File: src/rtl/sprite_line_fetcher.sv
// sprite_line_fetcher
//   Scanline sprite fetch and render. During horizontal blanking, one slot is
//   visited per cycle. Each slot that intersects next_line has one ROM row
//   latched into a shadow line buffer. On line_swap, a completed shadow buffer
//   becomes the active buffer. The active buffer is rendered against pixel_x
//   with one cycle of latency.
//
// Ports
//   clk, reset          pixel clock, asynchronous active-low reset
//   line_start          pulse: begin fetching for next_line (also restarts a fetch)
//   next_line           y of the scanline being fetched
//   line_swap           pulse: shadow -> active at start of active video
//   slot_valid/x/y/id/orient  packed per-slot attributes, slot i at [W*i +: W]
//   rom_read_enable, rom_sprite_ID, rom_line_index, rom_orientation  ROM request
//   rom_data            active-low ROM row (0 = pixel on), combinational from rom_*
//   pixel_x, video_active  render position and visible-area qualifier
//   pixel_on, pixel_slot   registered render result for the previous pixel_x
//   fetch_busy, fetch_done fetch status (busy while walking slots, done pulse)
module sprite_line_fetcher #(
  parameter int unsigned NUM_SLOTS  = 4,
  parameter int unsigned SCALE_LOG2 = 1
) (
  input  logic                    clk,
  input  logic                    reset,
  input  logic                    line_start,
  input  logic [9:0]              next_line,
  input  logic                    line_swap,
  input  logic [NUM_SLOTS-1:0]    slot_valid,
  input  logic [10*NUM_SLOTS-1:0] slot_x,
  input  logic [10*NUM_SLOTS-1:0] slot_y,
  input  logic [4*NUM_SLOTS-1:0]  slot_id,
  input  logic [2*NUM_SLOTS-1:0]  slot_orient,
  output logic                    rom_read_enable,
  output logic [3:0]              rom_sprite_ID,
  output logic [2:0]              rom_line_index,
  output logic [1:0]              rom_orientation,
  input  logic [7:0]              rom_data,
  input  logic [9:0]              pixel_x,
  input  logic                    video_active,
  output logic                    pixel_on,
  output logic [1:0]              pixel_slot,
  output logic                    fetch_busy,
  output logic                    fetch_done
);

  localparam int unsigned CntW = (NUM_SLOTS > 1) ? $clog2(NUM_SLOTS) : 1;
  localparam logic [CntW-1:0] LastSlot = CntW'(NUM_SLOTS - 1);
  // Sprite extent in screen pixels, in both x and y.
  localparam logic [9:0] Span = 10'(8 << SCALE_LOG2);

  localparam logic [1:0] StIdle  = 2'd0;
  localparam logic [1:0] StFetch = 2'd1;
  localparam logic [1:0] StDone  = 2'd2;

  logic [1:0]      state_q, state_d;
  logic [CntW-1:0] slot_cnt_q, slot_cnt_d;
  logic            complete_q, complete_d;

  logic [7:0]           shadow_row_q [NUM_SLOTS];
  logic [NUM_SLOTS-1:0] shadow_hit_q;
  logic [7:0]           active_row_q [NUM_SLOTS];
  logic [NUM_SLOTS-1:0] active_hit_q;

  logic       pixel_on_q;
  logic [1:0] pixel_slot_q;

  // Unpacked views of the packed slot buses.
  logic [9:0] x_arr      [NUM_SLOTS];
  logic [9:0] y_arr      [NUM_SLOTS];
  logic [3:0] id_arr     [NUM_SLOTS];
  logic [1:0] orient_arr [NUM_SLOTS];

  always_comb begin
    for (int i = 0; i < NUM_SLOTS; i++) begin
      x_arr[i]      = slot_x[10*i +: 10];
      y_arr[i]      = slot_y[10*i +: 10];
      id_arr[i]     = slot_id[4*i +: 4];
      orient_arr[i] = slot_orient[2*i +: 2];
    end
  end

  // Fetch datapath: the slot under slot_cnt_q is evaluated against next_line.
  logic       fetching;
  logic [9:0] dy;
  logic       fetch_hit;

  assign fetching  = (state_q == StFetch);
  assign dy        = next_line - y_arr[slot_cnt_q];
  assign fetch_hit = fetching && slot_valid[slot_cnt_q] && (dy < Span);

  always_comb begin
    rom_read_enable = fetch_hit;
    rom_sprite_ID   = '0;
    rom_line_index  = '0;
    rom_orientation = '0;
    if (fetching) begin
      rom_sprite_ID   = id_arr[slot_cnt_q];
      rom_line_index  = 3'(dy >> SCALE_LOG2);
      rom_orientation = orient_arr[slot_cnt_q];
    end
  end

  assign fetch_busy = fetching;
  assign fetch_done = (state_q == StDone);

  always_comb begin
    state_d    = state_q;
    slot_cnt_d = slot_cnt_q;
    complete_d = complete_q;
    unique case (state_q)
      StIdle: ;
      StFetch: begin
        if (slot_cnt_q == LastSlot) begin
          state_d = StDone;
        end else begin
          slot_cnt_d = slot_cnt_q + 1'b1;
        end
      end
      StDone: begin
        state_d = StIdle;
      end
      default: state_d = StIdle;
    endcase
    // A consumed shadow buffer must not be swapped in twice.
    if (line_swap && complete_q) begin
      complete_d = 1'b0;
    end
    if (state_q == StDone) begin
      complete_d = 1'b1;
    end
    // Restart wins over everything, including a DONE in the same cycle.
    if (line_start) begin
      state_d    = StFetch;
      slot_cnt_d = '0;
      complete_d = 1'b0;
    end
  end

  always_ff @(posedge clk or negedge reset) begin
    if (!reset) begin
      state_q    <= StIdle;
      slot_cnt_q <= '0;
      complete_q <= 1'b0;
    end else begin
      state_q    <= state_d;
      slot_cnt_q <= slot_cnt_d;
      complete_q <= complete_d;
    end
  end

  // Line buffers. The swap reads the current (pre-restart) shadow contents.
  always_ff @(posedge clk or negedge reset) begin
    if (!reset) begin
      for (int i = 0; i < NUM_SLOTS; i++) begin
        shadow_row_q[i] <= 8'hFF;
        active_row_q[i] <= 8'hFF;
      end
      shadow_hit_q <= '0;
      active_hit_q <= '0;
    end else begin
      if (line_start) begin
        shadow_hit_q <= '0;
      end else if (fetch_hit) begin
        shadow_row_q[slot_cnt_q] <= rom_data;
        shadow_hit_q[slot_cnt_q] <= 1'b1;
      end
      if (line_swap) begin
        if (complete_q) begin
          for (int i = 0; i < NUM_SLOTS; i++) begin
            active_row_q[i] <= shadow_row_q[i];
          end
          active_hit_q <= shadow_hit_q;
        end else begin
          // Fetch did not finish in time: show a blank line.
          active_hit_q <= '0;
        end
      end
    end
  end

  // Render: per-slot hit test, lowest lit index wins.
  logic [9:0]           dx  [NUM_SLOTS];
  logic [2:0]           col [NUM_SLOTS];
  logic [NUM_SLOTS-1:0] lit;
  logic [1:0]           win;
  logic                 pixel_on_d;

  always_comb begin
    lit = '0;
    win = '0;
    for (int i = 0; i < NUM_SLOTS; i++) begin
      dx[i]  = pixel_x - x_arr[i];
      col[i] = 3'(dx[i] >> SCALE_LOG2);
      // Column 0 is bit 7; ROM data is active-low.
      lit[i] = active_hit_q[i] && (dx[i] < Span) && !active_row_q[i][3'd7 - col[i]];
    end
    for (int i = NUM_SLOTS - 1; i >= 0; i--) begin
      if (lit[i]) begin
        win = 2'(i);
      end
    end
  end

  assign pixel_on_d = video_active && (|lit);

  always_ff @(posedge clk or negedge reset) begin
    if (!reset) begin
      pixel_on_q   <= 1'b0;
      pixel_slot_q <= '0;
    end else begin
      pixel_on_q   <= pixel_on_d;
      pixel_slot_q <= pixel_on_d ? win : 2'd0;
    end
  end

  assign pixel_on   = pixel_on_q;
  assign pixel_slot = pixel_slot_q;

endmodule
File: config.mk
export PLATFORM = sky130hd
export DESIGN_NAME = sprite_line_fetcher
export DESIGN_NICKNAME = d
export VERILOG_FILES = /design/src/rtl/sprite_line_fetcher.sv
export SDC_FILE = /design/constraint.sdc
export NUM_CORES = 1
export LEC_CHECK = 0
export CAP_MARGIN = 15
export CORE_MARGIN = 8
export CORE_UTILIZATION = 65
export CTS_CLUSTER_SIZE = 40
export DETAILED_ROUTE_END_ITERATION = 12
export DONT_BUFFER_PORTS = 1
export PLACE_DENSITY = 0.81
export SLEW_MARGIN = 20
export SYNTH_ARGS = -nofsm -noshare
export SYNTH_HDL_FRONTEND = slang
export SYNTH_SLANG_ARGS = --single-unit
File: constraint.sdc
create_clock -name clk -period 5.8 [get_ports clk]
set_clock_uncertainty 0.15 [all_clocks]
set_input_delay 0.87 -clock clk [delete_from_list [all_inputs] [get_ports clk]]
set_output_delay 0.87 -clock clk [all_outputs]
set_load 0.005 [all_outputs]
Yosys cells after proc, flatten, opt, wreduce, memory -nomap -nowiden:

Index checks and enable logic that the tools add are counted.

* output and inout port bits: 15
* bits in registers: 80
* input bits: 141
* logic and storage cells: 118

* magnitude comparators: 13
* bitwise logic cells: 3
* equality and inequality tests: 6
* multiplexer cells: 44
* add/subtract/negate cells: 10
* reductions and logical operators: 27

Operators by type and width (number)
* $lt A10 B5 Y1 const B: 5
* $sub A10 B10 Y10: 5
* $bwmux W32: 1
* $mux W2: 13
* $mux W4: 6
* $bmux W10 S2: 1
* $mux W10: 2
* $demux W8 S2: 1
* $lt A3 B4 Y1 const B: 4
* $logic_and A1 B1 Y1: 14
* $bmux W1 S3: 4
* $sub A3 B3 Y3 const A: 4
* $mux W1: 9
* $bmux W4 S2: 1
* $mux W8: 1
* $reduce_and A2 Y1: 4
* $bmux W2 S2: 1
* $eq A2 B2 Y1 const B: 2
* $logic_not A1 Y1: 4
* $ne A2 B2 Y1 const B: 2
* $or A4 B4 Y4: 1
* $pmux W2 S2: 1
* $reduce_bool A2 Y1: 2
* $reduce_or A4 Y1: 1
* other kinds (14): 14

Longest topological paths before layout:

* depth in word-level cells: 11
* mapped depth: 14
* depth with buffers taken out: 11

Worst setup path after synthesis:

OpenSTA, ideal clock, no wires.

* kind: register -> output
* start: reg slot_cnt_q[0]
* end: out rom_read_enable
* cell stages (with the launch flop): 11
* arrival: 3.325 ns
* setup slack: 1.455 ns
* path buffers: 2
* cell sequence: dfrtp_1 buf_6 buf_1 mux4_2 fa_1 nand2b_1 a21oi_1 a311oi_1 xnor2_1 or4_1 nor2_1

* cells in the longest elaborated chain, start to end: 7
* elaborated cells between the ends (all ways): 10

RTL lines
* start, declared: line 56 `logic [CntW-1:0] slot_cnt_q, slot_cnt_d;`
* start signal, assigned: line 146 `slot_cnt_q <= slot_cnt_d;`
* $not A2 Y3 (not written as such): line 88 `assign dy = next_line - y_arr[slot_cnt_q];`
* $bmux W10 S2: line 88
* $mux W10 (not written as such) (2 in a row): line 88
* $sub A10 B10 Y10: line 88
* $lt A10 B5 Y1: line 89 `assign fetch_hit = fetching && slot_valid[slot_cnt_q] && (dy < Span);`
* $logic_and A1 B1 Y1 *: line 89
* end, declared: line 33 `output logic rom_read_enable,`

Mark *: on every way between the ends. The rest lies on a longest branch, timed or not. The select of a mux whose other input is x is not followed.

Worst setup path in the final report:

Ends and elaborated chain as after synthesis.

==> results.txt <==
Footprint of the multi-input gates: 0.00373 mm^2
CTS root buf: clkbuf_8
Synthesized area: 0.00616 mm^2
Total I/O pin count: 156
Synth area leader: dfstp_2
Yosys cell types: 64
Worst Reg-to-Reg Cells: 12
Gp weighted congestion: 0.877
Crit Reg-Reg Startpoint: slot_cnt_q[0]$_DFFE_PN0P_
Clk slew on worst S/H paths: 0.08 ns
Clk sinks: 80
Critical Path End Type: output port
Critical path's most frequent cell: nor2_1
H-Tree Depth: 3
Final setup TNS: 0 ns
Fin worst setup slack: 0.979 ns
DR DRC count: 0
Setup bufs post-CTS: 0
Worst reg2reg endpoint: shadow_row_q[1]$_DFFE_PN1P_
Vias: 4479
Pre-antenna DRT Iters: 5
Critical path's top delay family: simple AND/OR/NAND/NOR gates
Final ANT Viol Nets: 0
Async set-or-reset flop fraction in the synthesized netlist: 1.00
Static Leak: 2.84 nW
Cell Area, Placed: 0.00626 mm^2
Syn_nets: 777
Startpoint types: register
Post-synth EDFFs: 0
TritonCTS clock tree: built
Worst-Margin Slew: 0.684 ns
Post-CTS Resized: 0
Cell Chain, Critical Path: buf_4, mux4_2, inv_1, ha_1, nand2_1, a2111oi_2, nor2_1, xnor2_1, or4_1, nor2_1
Slowest stage delay, CP: 0.79 ns
CP Depth: 10
Total gr overflow: 0
Mapped Avg Cell Area: 10.5 um^2
Final period util: 0.831
Die area: 0.0128 mm^2
Final setup viols: 0
YS warnings: 0
Reg area: 0.00208 mm^2
Normalized max-slew margin: 0.544
Largest net degree at the start of global routing: 81
Clock Path Buffers: 2
Slowest stage cell on the critical path: dfrtp_1
Area grow syn2layout: 4.81%
Vias/cell: 6.20
Total track usage: 0.225
Status: completed
Top cells by count, synth: inv_1 (68), dfstp_2 (64), mux2_2 (64), ha_1 (44), nor2_1 (35)
Total power divided by cell area: 284 mW/mm^2
Maximum vdd drop: 0.000251 V
Die width: 113 um
Number of global-route vias before repair: 4508
CTS Hold Bufs: 0
Post-synth top area share: 0.273
Synthesized instance count: 587
Worst EP required: 4.78 ns
Skew-Pair Late Insertion Delay: 0.35 ns
Initial antenna violation count: 0
Number of port buffers: 0
RSZ-0062 raised after global routing: no
Height of the die: 113 um
Top FF cell, synth: dfstp_2
WP buf/inv: 2
Count leader, synth: inv_1
Initial Util: 0.667
Max-Cap Viols: 0
Register area share after synthesis: 0.338
Crit path max fanout: 15
Setup CP Type: reg -> out
Design Area, Final: 0.00646 mm^2
CORE AREA: 0.00924 mm^2
Ratio of cells with drive above 1 in the final layout: 0.291
Nets: 777
WL/cell: 20.2 um
CP Capture Point: rom_read_enable
Fin. max-slew vios: 0
Clock period minus worst slack: 4.82 ns
Number of cell rows: 35
DRT Wirelength: 14.6 mm
Fin. Hold Viols: 0
CP Launch Point: slot_cnt_q[0]$_DFFE_PN0P_
Worst slack, placed: 1.05 ns
Worst EP arrival: 3.80 ns
First-pass GRT wire length: 23.0 mm
Synth top area cells: dfstp_2 (27%), mux2_2 (12%), ha_1 (8.9%)
DRT iter0 DRCs: 273
CTS Buf Count: 9
FMAX: 207 MHz
Min-Delay Path Class: in -> async
Dpl hpwl: 11.9 mm
Fillers: 686
R2r setup slk: 1.05 ns
Seq cells post-synth: 80
-- power by group --
group,switching [mW],internal [mW],leakage [nW]
sequential,0.0605,0.659,0.877
combinational,0.354,0.354,1.87
clock,0.205,0.201,0.0972
total,0.620,1.21,2.84
-- per-layer routing --
| metal | GRT usage | wire length [um] | up-vias |
|---|---|---|---|
| li1 | - | - | 2130 |
| met1 | 0.278 | 6130 | 2163 |
| met2 | 0.363 | 6950 | 153 |
| met3 | 0.0660 | 1150 | 33 |
| met4 | 0.0861 | 334 | 0 |
| met5 | 0 | 0 | - |
-- kinds of logic after synthesis --
family	after synthesis	synth area share
XOR/XNOR	25	0.0355
multiplexers	98	0.227
AO/OA/AOI/OAI	121	0.128
adder cells (fa/ha/maj)	49	0.106
AND/OR/NAND/NOR	131	0.109
buffers and inverters	83	0.0557
flip-flops	80	0.338
-- cell usage in the layout, fill, tap and decap left out, drive strengths merged, types with 5 or more instances in the layout --
| master | instances |
|---|---|
| mux2i | 6 |
| a21o | 10 |
| a21oi | 33 |
| mux4 | 25 |
| dfstp | 64 |
| xor2 | 9 |
| fa | 5 |
| dfrtp | 16 |
| nand3 | 12 |
| nor2 | 35 |
| xnor2 | 16 |
| and2 | 10 |
| ha | 44 |
| inv | 70 |
| mux2 | 67 |
| clkbuf | 10 |
| a31oi | 5 |
| nor2b | 12 |
| a211oi | 7 |
| o21a | 6 |
| o21ai | 27 |
| nand2 | 23 |
| nor3 | 9 |
| nand2b | 8 |
-- worst min-delay path by stage --
stage,to,slack [ns],start
2_1_floorplan,shadow_hit_q[3]$_DFFE_PN0P_,0.30,shadow_hit_q[3]$_DFFE_PN0P_
3_3_place_gp,active_hit_q[1]$_DFFE_PN0P_,0.34,shadow_hit_q[1]$_DFFE_PN0P_
3_5_place_dp,shadow_hit_q[2]$_DFFE_PN0P_,0.36,shadow_hit_q[2]$_DFFE_PN0P_
4_1_cts,shadow_hit_q[0]$_DFFE_PN0P_,0.05,reset
5_1_grt,active_hit_q[2]$_DFFE_PN0P_,0.05,reset
6_report,active_hit_q[3]$_DFFE_PN0P_,0.06,reset
-- stage by stage --
stage / util / instances / hold slack (ns) / power [mW]
2_1_floorplan: - / 587 / 0.303 / 1.30
3_3_place_gp: 0.677 / 705 / 0.342 / 1.40
3_5_place_dp: 0.677 / 705 / 0.364 / 1.43
4_1_cts: 0.698 / 721 / 0.0520 / 1.83
5_1_grt: 0.698 / 721 / 0.0454 / 1.94
6_report: 0.699 / 722 / 0.0616 / 1.83
-- final cells by class --
class                   instances  share of cell area
inverters                      69              0.0401
multi-input cells             424               0.578
well taps                     129              0.0250
diodes                          1            0.000388
clock inverters                 6              0.0103
flip-flops and latches         80               0.322
clock buffers                  10              0.0198
repair buffers                  3             0.00349
-- state kept, by name (all words and copies together), names as in the netlist --
signal        count
active_hit_q      4
active_row_q     32
complete_q        1
pixel_on          1
pixel_slot        2
shadow_hit_q      4
shadow_row_q     32
slot_cnt_q        2
state_q           2
Note: power is estimated with default switching activity, not from simulation.
==> variant 1: new RTL, config.mk and constraints unchanged <==
Add an input register stage for `line_start`; this delays it by one clock. The other inputs are not delayed to match.
--- a/src/rtl/sprite_line_fetcher.sv
+++ b/src/rtl/sprite_line_fetcher.sv
@@ -53,4 +53,10 @@
   localparam logic [1:0] StDone  = 2'd2;
 
+  logic line_start_q;
+
+  always_ff @(posedge clk) begin
+    line_start_q <= line_start;
+  end
+
   logic [1:0]      state_q, state_d;
   logic [CntW-1:0] slot_cnt_q, slot_cnt_d;
@@ -130,5 +136,5 @@
     end
     // Restart wins over everything, including a DONE in the same cycle.
-    if (line_start) begin
+    if (line_start_q) begin
       state_d    = StFetch;
       slot_cnt_d = '0;
@@ -159,5 +165,5 @@
       active_hit_q <= '0;
     end else begin
-      if (line_start) begin
+      if (line_start_q) begin
         shadow_hit_q <= '0;
       end else if (fetch_hit) begin
Check against the original RTL: not equivalent (Yosys sat finds a counterexample within 4 cycles, from zero or initial values and one cycle with reset low).
==> variant 1 against the unedited design <==
Final area up 3.0%. Register-to-register slack improved by 0.58 ns. Combinational power is 19% higher. Sequential cell count up 1. Setup slack gained 0.27 ns. Area after synthesis increased by 2.4%. Maximum frequency up 6.0%. Die area grew 2.0%. Routed wire length is 0.14% lower. Critical path depth is the same. Power up 12%. Utilization shrank 0.56 points. Sequential power is 2.9% higher. Critical endpoint unchanged.
==> variant 1: results (changes against the unedited design) <==
Status: finished clean (unchanged). The static leakage power is 2.894 nW (was 2.839 nW). The peak ir drop on the vdd network came out at 0.2696 mV (was 0.2506 mV). The number of instances in the synthesized netlist came out at 590 (was 587).

The wire length on met2 is 7109 um (was 6947 um). Regs by FF count: active_row_q: 32 flops, shadow_row_q: 32 flops (unchanged). The capture point of the worst reg-to-reg path is shadow_row_q[25] (was shadow_row_q[1]). The final-stage net count is 781 (was 777).

The total number of vias came out at 4598 (was 4479). The number of fill cells in the layout is 692 (was 686). The count of non-filler cells in the finished layout came out at 730 (was 722). The per-cell routed wire length is 19.91 um (was 20.16 um).

The largest net degree at the start of global routing came out at 81 (unchanged). The number of cells after detailed placement came out at 713 (was 705). The met2 track demand over resource in global routing came out at 37.63% (was 36.27%). The global-route usage over all layers came out at 22.57% (was 22.46%).

The last weighted congestion value of the routability-driven placer came to 0.9021 (was 0.8765). The count of routing violations after the opening detailed-route iteration came out at 407 (was 273). The half-perimeter wire length after placement is 11720 um (was 11860 um).

The post-route clock period utilization is 78.41% (was 83.13%). The post-detailed-placement cell area is 6417 um2 (was 6260 um2). The via count of the first global-routing pass came out at 4652 (was 4508).

The arrival time at the worst endpoint is 3.53 ns (was 3.80 ns). Most common library cells after synthesis: sky130_fd_sc_hd__inv_1 (67), sky130_fd_sc_hd__dfstp_2 (64), sky130_fd_sc_hd__mux2_2 (48) (was sky130_fd_sc_hd__inv_1 (68), sky130_fd_sc_hd__dfstp_2 (64), sky130_fd_sc_hd__mux2_2 (64)). The length in cells of the worst reg-to-reg path is 11 (was 12). The async set-or-reset flop fraction in the synthesized netlist is 98.77% (was 100.0%). The layout cell share with drive strength beyond 1 came out at 29.19% (was 29.05%). The minimum setup slack among reg-to-reg paths came out at 1.63 ns (was 1.05 ns). The detailed route wirelength on metal3 came out at 1118 um (was 1147 um). The actual slew at the worst max-slew pin came out at 0.7649 ns (was 0.6837 ns). The global-route wire length before repair came to 23510 um (was 22990 um). The number of distinct standard cells referenced by the synthesized netlist is 73 (was 64). The largest fanout on the critical path is 10 (was 15). The global-route track usage on met1 came out at 26.95% (was 27.81%). The met1 wire length is 5942 um (was 6125 um). The met3 capacity usage during global routing came to 6.751% (was 6.603%).

The share of synthesized area occupied by flip-flops and latches came out at 33.34% (was 33.80%). The clock transition at the registers of the reported paths is 0.10 ns (was 0.08 ns).
-- variant 1: cells by family (layout without fill, tap and decap cells) --
family          Yosys count  count (layout)  synth area share [%]
other cells               0               1                     0
fa+ha+maj                49              49                 10.32
compound gates          127             127                 13.24
xor+xnor                 22              22                 3.056
flops                    81              81                 33.34
simple gates            138             138                 12.44
buf+inv                  79              85                 5.080
mux                      94              94                 22.52
-- variant 1: power groups by stage --
stage	registers (mW)	clock network, mW	logic, mW
floorplan	0.699	0	0.748
global placement	0.746	0	0.808
detailed placement	0.750	0	0.834
CTS	0.742	0.487	0.843
global route	0.754	0.514	0.925
finish	0.741	0.476	0.841
-- variant 1: layout make-up --
type	count	area (um2)	area share, %
Multi-Input combinational cell	430	3882	58.38
Sequential cell	81	2102	31.61
Inverter	67	251.5	3.782
Tap cell	133	166.4	2.502
Clock buffer	9	123.9	1.863
Clock inverter	7	106.4	1.599
Timing Repair Buffer	2	15.01	0.2258
Antenna cell	1	2.502	0.03763
==> variant 2: new RTL, config.mk and constraints unchanged <==
Made on the original files. Change the parameter `NUM_SLOTS` from 4 to 2.
--- a/src/rtl/sprite_line_fetcher.sv
+++ b/src/rtl/sprite_line_fetcher.sv
@@ -18,5 +18,5 @@
 //   fetch_busy, fetch_done fetch status (busy while walking slots, done pulse)
 module sprite_line_fetcher #(
-  parameter int unsigned NUM_SLOTS  = 4,
+  parameter int unsigned NUM_SLOTS  = 2,
   parameter int unsigned SCALE_LOG2 = 1
 ) (
Ports: changed (5 resized); port bits go from 156 to 102. The function was not compared with the original's and may differ.
==> variant 2 against the unedited design <==
Final area fell by 47%. Sequential cell count fell by 38. Via count fell by 48%. Setup slack improved by 0.43 ns. Routed wire length fell by 53%. Synthesized cell count fell by 46%. Combinational power fell by 68%. Critical path depth fell by 2. Area after synthesis fell by 47%. Non-clock buffer count fell by 2. Utilization rose by 1.2 points. Sequential power fell by 53%. Power fell by 59%.
==> variant 2: results (changes against the unedited design) <==
The share of synthesized area occupied by flip-flops and latches came out at 33.47% (was 33.80%). The mux cell area share after synthesis is 20.46% (was 22.73%). The number of fill cells in the layout came out at 363 (was 686). The global-route wire length before repair is 11230 um (was 22990 um). The largest net degree at the start of global routing is 43 (was 81). The number of H-tree levels is 2 (was 3). The global-route track usage on met1 is 23.35% (was 27.81%). The length in cells of the worst reg-to-reg path is 10 (was 12).

The worst flop-to-flop path startpoint was slot_cnt_q (was slot_cnt_q[0]). The number of vias per cell came out at 6.081 (was 6.204). The per-cell routed wire length is 17.65 um (was 20.16 um). The half-perimeter wire length after placement is 5605 um (was 11860 um).

The largest fanout on the critical path is 13 (was 15). The arrival time at the worst endpoint came to 3.37 ns (was 3.80 ns). The count of routing violations after the opening detailed-route iteration came out at 88 (was 273).

The post-detailed-placement cell area is 3313 um2 (was 6260 um2). Status: finished clean (unchanged). Largest cells by area after synthesis: sky130_fd_sc_hd__dfstp_2 (26%), sky130_fd_sc_hd__mux2_2 (12%), sky130_fd_sc_hd__ha_1 (9.2%) (was sky130_fd_sc_hd__dfstp_2 (27%), sky130_fd_sc_hd__mux2_2 (12%), sky130_fd_sc_hd__ha_1 (8.9%)).

The peak ir drop on the vdd network came out at 0.2410 mV (was 0.2506 mV). The headroom to the max-slew limit is 53.51% (was 54.42%). The number of antenna diodes was 0 (was 1). The number of buffers added by the clock tree synthesis step came out at 5 (was 9). The last weighted congestion value of the routability-driven placer was 0.8801 (was 0.8765). The capture point of the worst reg-to-reg path is shadow_row_q[2] (was shadow_row_q[1]). The register area is 1091 um2 (was 2082 um2). The clock distribution power is 182 uW (was 406 uW).
## variant 2: per-stage QoR
stage | std cells | hold WS [ns] | worst slack [ns]
after floorplan | 316 | 0.3060 | 2.025
after global placement | 378 | 0.3286 | 1.806
after detailed placement | 378 | 0.3303 | 1.717
after CTS | 385 | 0.1115 | 1.396
after global routing | 385 | 0.1004 | 1.168
final | 385 | 0.1244 | 1.410
## variant 2: how the worst max path moves through the flow
stage	startpoint	endpoint	slack [ns]	cells after the start
after floorplan	slot_y[10]	rom_read_enable	2.03	8
after global placement	slot_cnt_q	rom_read_enable	1.81	8
after global routing	slot_cnt_q	rom_read_enable	1.17	8
after detailed placement	slot_cnt_q	rom_read_enable	1.72	8
after CTS	slot_cnt_q	rom_read_enable	1.40	8
final	slot_cnt_q	rom_read_enable	1.41	8
## variant 2: area by class of cell
type,count,area share (%)
Multi-Input combinational cell,238,59.37
Sequential cell,42,32.09
Inverter,30,3.312
Clock buffer,7,2.540
Tap cell,67,2.466
Timing Repair Buffer,1,0.2208
